### src/rtl/hack_loader_pkg.sv
// Shared types and widths for the Hack ROM loader receiver.
// Imported by the receiver and its bench.
package hack_loader_pkg;

  localparam int LOADER_DATA_WIDTH = 16;
  localparam int LOADER_ADDR_WIDTH = 16;

  typedef enum logic [1:0] {
    IDLE     = 2'd0,
    ARMED    = 2'd1,
    WRITE    = 2'd2,
    RECEIVED = 2'd3
  } loader_state_t;

endpackage

### src/rtl/rom_loader_receiver.sv
// SoC-side responder for the ROM loading handshake.
// Writes loader words to consecutive ROM addresses via the SRAM write port.
module rom_loader_receiver
  import hack_loader_pkg::*;
#(
  parameter int DATA_WIDTH = LOADER_DATA_WIDTH,
  parameter int ADDR_WIDTH = LOADER_ADDR_WIDTH
) (
  input  logic                  clk,
  input  logic                  reset,
  input  logic                  rom_loader_reset,
  input  logic                  rom_loader_load,
  input  logic [DATA_WIDTH-1:0] rom_loader_data,
  output logic                  rom_loader_ack,
  output logic                  rom_loader_load_received,
  output logic                  mem_write_req,
  output logic [ADDR_WIDTH-1:0] mem_addr,
  output logic [DATA_WIDTH-1:0] mem_wdata,
  input  logic                  mem_write_ack,
  output logic                  loading,
  output logic [ADDR_WIDTH:0]   word_count,
  output logic                  overflow
);

  loader_state_t state_q, state_d;

  logic [ADDR_WIDTH-1:0] addr_q, addr_d;
  logic [DATA_WIDTH-1:0] wdata_q, wdata_d;
  logic [ADDR_WIDTH:0]   count_q, count_d;
  logic                  ovf_q, ovf_d;
  logic                  ack_q, ack_d;
  logic                  rcv_q, rcv_d;
  logic                  req_q, req_d;
  logic                  load_q, load_d;

  // ROM is full once the counter reaches 2^ADDR_WIDTH
  logic full;
  assign full = count_q[ADDR_WIDTH];

  // Next-state, datapath updates and registered output decode
  always_comb begin
    state_d = state_q;
    addr_d  = addr_q;
    wdata_d = wdata_q;
    count_d = count_q;
    ovf_d   = ovf_q;
    unique case (state_q)
      IDLE: begin
        if (rom_loader_reset) begin
          state_d = ARMED;
          addr_d  = '0;
          count_d = '0;
          ovf_d   = 1'b0;
        end
      end
      ARMED: begin
        if (!rom_loader_reset) begin
          state_d = IDLE;
        end else if (rom_loader_load && !full) begin
          wdata_d = rom_loader_data;
          state_d = WRITE;
        end else if (rom_loader_load) begin
          ovf_d   = 1'b1;
          state_d = RECEIVED;
        end
      end
      WRITE: begin
        if (mem_write_ack) begin
          addr_d  = addr_q + ADDR_WIDTH'(1);
          count_d = count_q + (ADDR_WIDTH+1)'(1);
          state_d = RECEIVED;
        end
      end
      RECEIVED: begin
        if (!rom_loader_load) begin
          state_d = rom_loader_reset ? ARMED : IDLE;
        end
      end
      default: state_d = IDLE;
    endcase
    ack_d  = (state_d != IDLE);
    load_d = (state_d != IDLE);
    req_d  = (state_d == WRITE);
    rcv_d  = (state_d == RECEIVED);
  end

  // State, datapath and output registers; reset wins over everything
  always_ff @(posedge clk) begin
    if (reset) begin
      state_q <= IDLE;
      addr_q  <= '0;
      wdata_q <= '0;
      count_q <= '0;
      ovf_q   <= 1'b0;
      ack_q   <= 1'b0;
      rcv_q   <= 1'b0;
      req_q   <= 1'b0;
      load_q  <= 1'b0;
    end else begin
      state_q <= state_d;
      addr_q  <= addr_d;
      wdata_q <= wdata_d;
      count_q <= count_d;
      ovf_q   <= ovf_d;
      ack_q   <= ack_d;
      rcv_q   <= rcv_d;
      req_q   <= req_d;
      load_q  <= load_d;
    end
  end

  assign rom_loader_ack           = ack_q;
  assign rom_loader_load_received = rcv_q;
  assign mem_write_req            = req_q;
  assign mem_addr                 = addr_q;
  assign mem_wdata                = wdata_q;
  assign loading                  = load_q;
  assign word_count               = count_q;
  assign overflow                 = ovf_q;

endmodule
### config.mk
export PLATFORM = sky130hd
export DESIGN_NAME = rom_loader_receiver
export DESIGN_NICKNAME = d
export VERILOG_FILES = /design/src/rtl/hack_loader_pkg.sv /design/src/rtl/rom_loader_receiver.sv
export SDC_FILE = /design/constraint.sdc
export NUM_CORES = 1
export LEC_CHECK = 0
export CAP_MARGIN = 20
export CORE_ASPECT_RATIO = 1.1
export CORE_MARGIN = 2
export CORE_UTILIZATION = 46
export DETAILED_ROUTE_END_ITERATION = 12
export PLACE_DENSITY = 0.85
export SLEW_MARGIN = 5
export SYNTH_ARGS = -nofsm -noshare
export SYNTH_HDL_FRONTEND = slang
export SYNTH_SLANG_ARGS = --single-unit
### constraint.sdc
create_clock -name clk -period 2 [get_ports clk]
set_input_delay 0.4 -clock clk [delete_from_list [all_inputs] [get_ports clk]]
set_output_delay 0.4 -clock clk [all_outputs]
set_load 0.01 [all_outputs]
Word-level counts from Yosys, hierarchy flattened

Cells that the tools add are included.

Register bits: 55
Bits of input ports: 21
Output and inout port bits: 54
Logic and storage cells: 48

Equality and inequality tests: 10
Mux-type cells: 19
Reduce and logical (&&, ||, !) cells: 9
$add $sub $neg: 2

Operators with widths:

| cell                                                                  | number |
|---|---|
| 17-bit two-way mux                                                    | 2 |
| 17-bit case mux with 2 select lines                                   | 1 |
| 16-bit two-way mux                                                    | 2 |
| 16-bit case mux with 2 select lines                                   | 1 |
| 17-bit by 1-bit adder with 17-bit output, second input constant       | 1 |
| 16-bit by 1-bit adder with 16-bit output, second input constant       | 1 |
| 2-bit two-way mux                                                     | 6 |
| 2-bit != test, second input constant                                  | 5 |
| 2-bit equality test, second input constant                            | 4 |
| 2-bit case mux with 4 select lines                                    | 1 |
| 3-bit AND reduction                                                   | 2 |
| 2-bit nonzero test                                                    | 3 |
| 1-bit two-way mux                                                     | 5 |
| 5-bit AND reduction                                                   | 1 |
| 2-bit by 1-bit equality test with 1-bit output, second input constant | 1 |
| 2-bit logical NOT                                                     | 1 |
| 1-bit case mux with 2 select lines                                    | 1 |
| 1-bit logical AND                                                     | 1 |
| 1-bit logical NOT                                                     | 1 |

Depth between registers and ports, before layout

Word-level depth: 6
Depth in mapped cells: 6
Depth with buffers taken out: 5

Worst setup path after synthesis

Ideal clock, no wire load.

Kind: reg2reg
Start point: register addr_q[0], in the netlist mem_addr[0]
End point: register addr_q[14], in the netlist mem_addr[14]
Required time: 1929 ps
Period minus slack after synthesis: 1737 ps
Stages on the path, launching flop included: 6
Arrival: 1667 ps
Buffers on the path: 0
Library setup time: 71 ps
Path slack: 263 ps
Cell sequence: dfxtp_1 ha_1 nand2b_1 or3_4 or4_1 a21oi_1

Cells in the longest elaborated chain, start to end: 3

Ends and longest elaborated chain:

| element                                  | RTL line                   | source |
|---|---|---|
| from (decl)                              | rom_loader_receiver.sv:27  | `logic [ADDR_WIDTH-1:0] addr_q, addr_d;` |
| from (signal assigned)                   | rom_loader_receiver.sv:101 | `addr_q <= addr_d;` |
| 16-bit by 1-bit adder with 16-bit output | rom_loader_receiver.sv:69  | `addr_d = addr_q + ADDR_WIDTH'(1);` |
| 16-bit two-way mux                       | rom_loader_receiver.sv:68  | `if (mem_write_ack) begin` |
| 16-bit case mux with 2 select lines      | rom_loader_receiver.sv:47  | `unique case (state_q)` |

Every way passes these cells. The select of a mux whose other input is x is not followed.
A chain may end at the register's enable or synchronous reset.

Final worst setup path

Start point: input mem_write_ack
End point: register addr_q[14], in the netlist mem_addr[14]

Cells in the longest elaborated chain, start to end: 2

Ends and longest elaborated chain:

| element                       | RTL line                  | source |
|---|---|---|
| from (decl)                   | rom_loader_receiver.sv:19 | `input logic mem_write_ack,` |
| 2-bit != test (no line)       | -                         |  |
| 3-bit AND reduction (no line) | -                         |  |

Every way passes these cells.

==> results by group <==
Worst setup path
  • Worst EP required: about 2.3 ns
  • R2r worst-path depth: 4
  • Crit path launch type: input pin
  • Crit path DAT: approximately 2.1 ns
  • Worst reg-to-reg setup slack: ~0.24 ns
  • Crit. End Element: flop
  • Peak fanout along the critical path: 6
  • FF-to-FF End: mem_addr[14]
  • Critical path type: input pin to flop
  • Worst R2R Start: mem_addr[2]

Timing
  • Tcrit/Tclk final: approximately 93%
  • Clock skew: about 0.0066 ns
  • Worst-margin pin slew: 0.407 ns
  • Rel. slew slack: about 73%
  • Fin. Hold Viols: 0
  • Tmin final: ~1.9 ns
  • Final setup vio count: 0
  • Unrepaired setup endpoints after global routing: no
  • FMAX: ~540 MHz
  • Max Slew Vio Count: 0
  • Final setup margin: 0.146 ns

Synth
  • Ys flop type: dfxtp_1
  • Syn_nets: 276
  • Seq/Total Area, Yosys: between 40% and 50%
  • Synthesized area: 2330 um2
  • FF+latch count, synth: 55
  • Yosys warns: 0
  • EDFF count, synth: 0
  • Synth Area per Inst: 9.19 um2
  • Cell count after synthesis: ~250
  • Synth async-reset ratio: 0%
  • Cell variety after synth: between 40 and 50

Detailed routing
  • Final wirelength: between 5000 and 6000 um
  • Drt pass-1 iters: 4
  • Post-DR vias/cell: ~5.4
  • 1st-iter DRT viols: between 70 and 80
  • Detailed-route via count: around 2200
  • Wire length per cell: approximately 13 um
  • Post-route DRC: 0
  • Detail Route Antenna Nets: 0

Floorplanning
  • Core Rows: 27
  • Die Span Y: just under 80 um
  • Full die area: between 5000 and 6000 um2
  • Die Wd: a little over 70 um
  • Initial Util: 47.2%
  • Core area: about 4900 um2
  • # IOs: 75

Layout
  • Fin nets: around 360
  • Fillers: 392
  • P&R area growth vs syn: 43.6%
  • Multi-input logic area: 1140 um2
  • Layout cells sized above 1: 8.26%
  • Storage cell area: 1100 um2
  • # diodes: 0

Global routing
  • Total GRT Usage: 20.1%
  • Vias in the first global route: between 2000 and 2500
  • Grt total ovfl: 0
  • Largest net degree at the start of global routing: 29
  • Initial antenna violation count: 0
  • First-pass GRT wire length: slightly above 9000 um

Clock tree
  • CTS tree: yes
  • Clock tree buffer depth: 2
  • Insertion delay to the later sink of the worst-skew pair: around 0.31 ns
  • Worst-path clk slew: 0.10 ns
  • Number of hold buffers added after cts: 0
  • CTS root buffer: clkbuf_8
  • CTS resizes: 0
  • Num CTS Buffers: 5
  • # H-tree levels: 2
  • Postcts setup bufs: 0
  • CTS sink count: 55

Placement
  • Port Buffers: 74
  • RePlAce Congestion: 0.770
  • Dpl ws: -0.167 ns
  • Placed wire-length estimate: 3870 um

Hold path
  • Worst hold path startpoint: overflow
  • Hold Path End: overflow
  • Hold Path Class: flop to flop
  • Hold Path Stages: 2

Job
  • Max Cap Violations: 0

Power and ir drop
  • Clock power share: 39.5%
  • Pwr Total: ~2200 uW
  • Comb power frac: 8.5%
  • PD cells: 647 nW/um2
  • Worst vdd ir: about 470 uV
  • Int Pwr: approximately 1700 uW
  • Reg power frac: 52.0%
  • Leak: 0.00113 uW
  • Switching Fraction: 20.8%
  • Net Sw Power: between 400 and 500 uW

Status
  • Outcome: finished clean
-- synthesized netlist by cell type (all sizes together) (4+ instances only) --
library cell,instances,area [um2]
dfxtp,55,1100
nor2,40,150
a21oi,17,85.1
mux2i,17,174
nand2,11,41.3
or3,11,73.8
xnor2,11,96.3
o21ai,10,50.1
clkbuf,7,26.3
nand4,7,43.8
inv,6,22.5
nand3,6,30.0
nor3,6,35.0
xor2,5,43.8
buf,4,31.3
or4,4,33.8
-- final cells by class --
class / instances / area share, %
Timing Repair Buffer: 89 / 25.9
Multi-Input combinational cell: 181 / 34.3
Tap cell: 58 / 2.17
Inverter: 6 / 0.674
Clock inverter: 2 / 1.80
Sequential cell: 55 / 33.0
Clock buffer: 6 / 2.17
-- critical path: stages --
cell and delay (ns):
clkdlybuf4s50_1 0.52, mux2i_2 0.14, or3_4 0.43, or4_1 0.47
a21oi_1 0.14
-- power by group through the flow --
stage | clock network, uW | registers, uW | logic (uW)
after floorplan | 0 | 1150 | 84.9
after global placement | 0 | 1150 | 181
after detailed placement | 0 | 1150 | 184
after CTS | 864 | 1120 | 186
after global routing | 908 | 1130 | 201
final | 854 | 1120 | 184
-- through the flow --
stage | std cells | area, um2 | hold WS (ns) | TNS, ns | util, %
after floorplan | 253 | 2330 | 0.502 | 0 | -
after global placement | 389 | 3210 | 0.471 | -0.432 | 65.0
after detailed placement | 389 | 3210 | 0.476 | -0.979 | 65.0
after CTS | 397 | 3340 | 0.495 | 0 | 67.7
after global routing | 397 | 3340 | 0.533 | 0 | 67.7
final | 397 | 3340 | 0.496 | 0 | 67.7
-- layout by cell type (no fill, tap or decap), types with 2 or more instances in the layout --
| cell | n |
|---|---|
| nand3b_1 | 3 |
| bufinv_16 | 2 |
| o21a_1 | 2 |
| o31ai_1 | 2 |
| mux2i_1 | 16 |
| nand2_1 | 11 |
| clkbuf_8 | 5 |
| and3_1 | 3 |
| buf_4 | 14 |
| o21ai_0 | 10 |
| a21oi_1 | 17 |
| or4_1 | 3 |
| nor2_1 | 40 |
| nor4_1 | 3 |
| nor3b_1 | 3 |
| and4_1 | 3 |
| nor4b_1 | 2 |
| dfxtp_1 | 55 |
| clkdlybuf4s50_1 | 74 |
| nand2b_1 | 2 |
| xor2_1 | 5 |
| or3_1 | 10 |
| ha_1 | 2 |
| nor3_1 | 5 |
| nand4_1 | 7 |
| nand3_1 | 6 |
| inv_1 | 6 |
| xnor2_1 | 11 |
| nand4b_1 | 3 |
-- flip-flops by register name, summed over array words and instances, names as in the netlist --
register                  flops
loading                       1
mem_addr                     16
mem_wdata                    16
mem_write_req                 1
overflow                      1
rom_loader_load_received      1
state_q                       2
word_count                   17
-- how the worst max path moves through the flow --
stage / from / to / depth (start not counted)
after floorplan: mem_addr[0] / mem_addr[14] / 5
after global placement: mem_write_ack / mem_addr[14] / 5
after detailed placement: mem_write_ack / word_count[13] / 5
after CTS: mem_write_ack / word_count[13] / 5
after global routing: mem_write_ack / mem_addr[14] / 5
final: mem_write_ack / mem_addr[14] / 5
-- layer usage --
layer  track usage (%)  wire [um]  up-vias
met1              23.1       2280     1009
met3              6.55        381        8
li1                  -          -     1069
met4              8.30         78        0
met5                 0          0        -
met2              34.2       2620       73
-- logic make-up (layout without fill, tap and decap cells) --
group | after synthesis | after routing | synth area share [%]
and+or+nand+nor | 110 | 110 | 25.6
DFF | 55 | 55 | 47.3
AOI/OAI and AO/OA | 35 | 35 | 8.61
muxes | 18 | 18 | 7.96
buffers and inverters | 17 | 103 | 3.44
xor gates and xnor gates | 16 | 16 | 6.02
adders and majority gates | 2 | 2 | 1.08
Power figures use the tool's default switching activity.
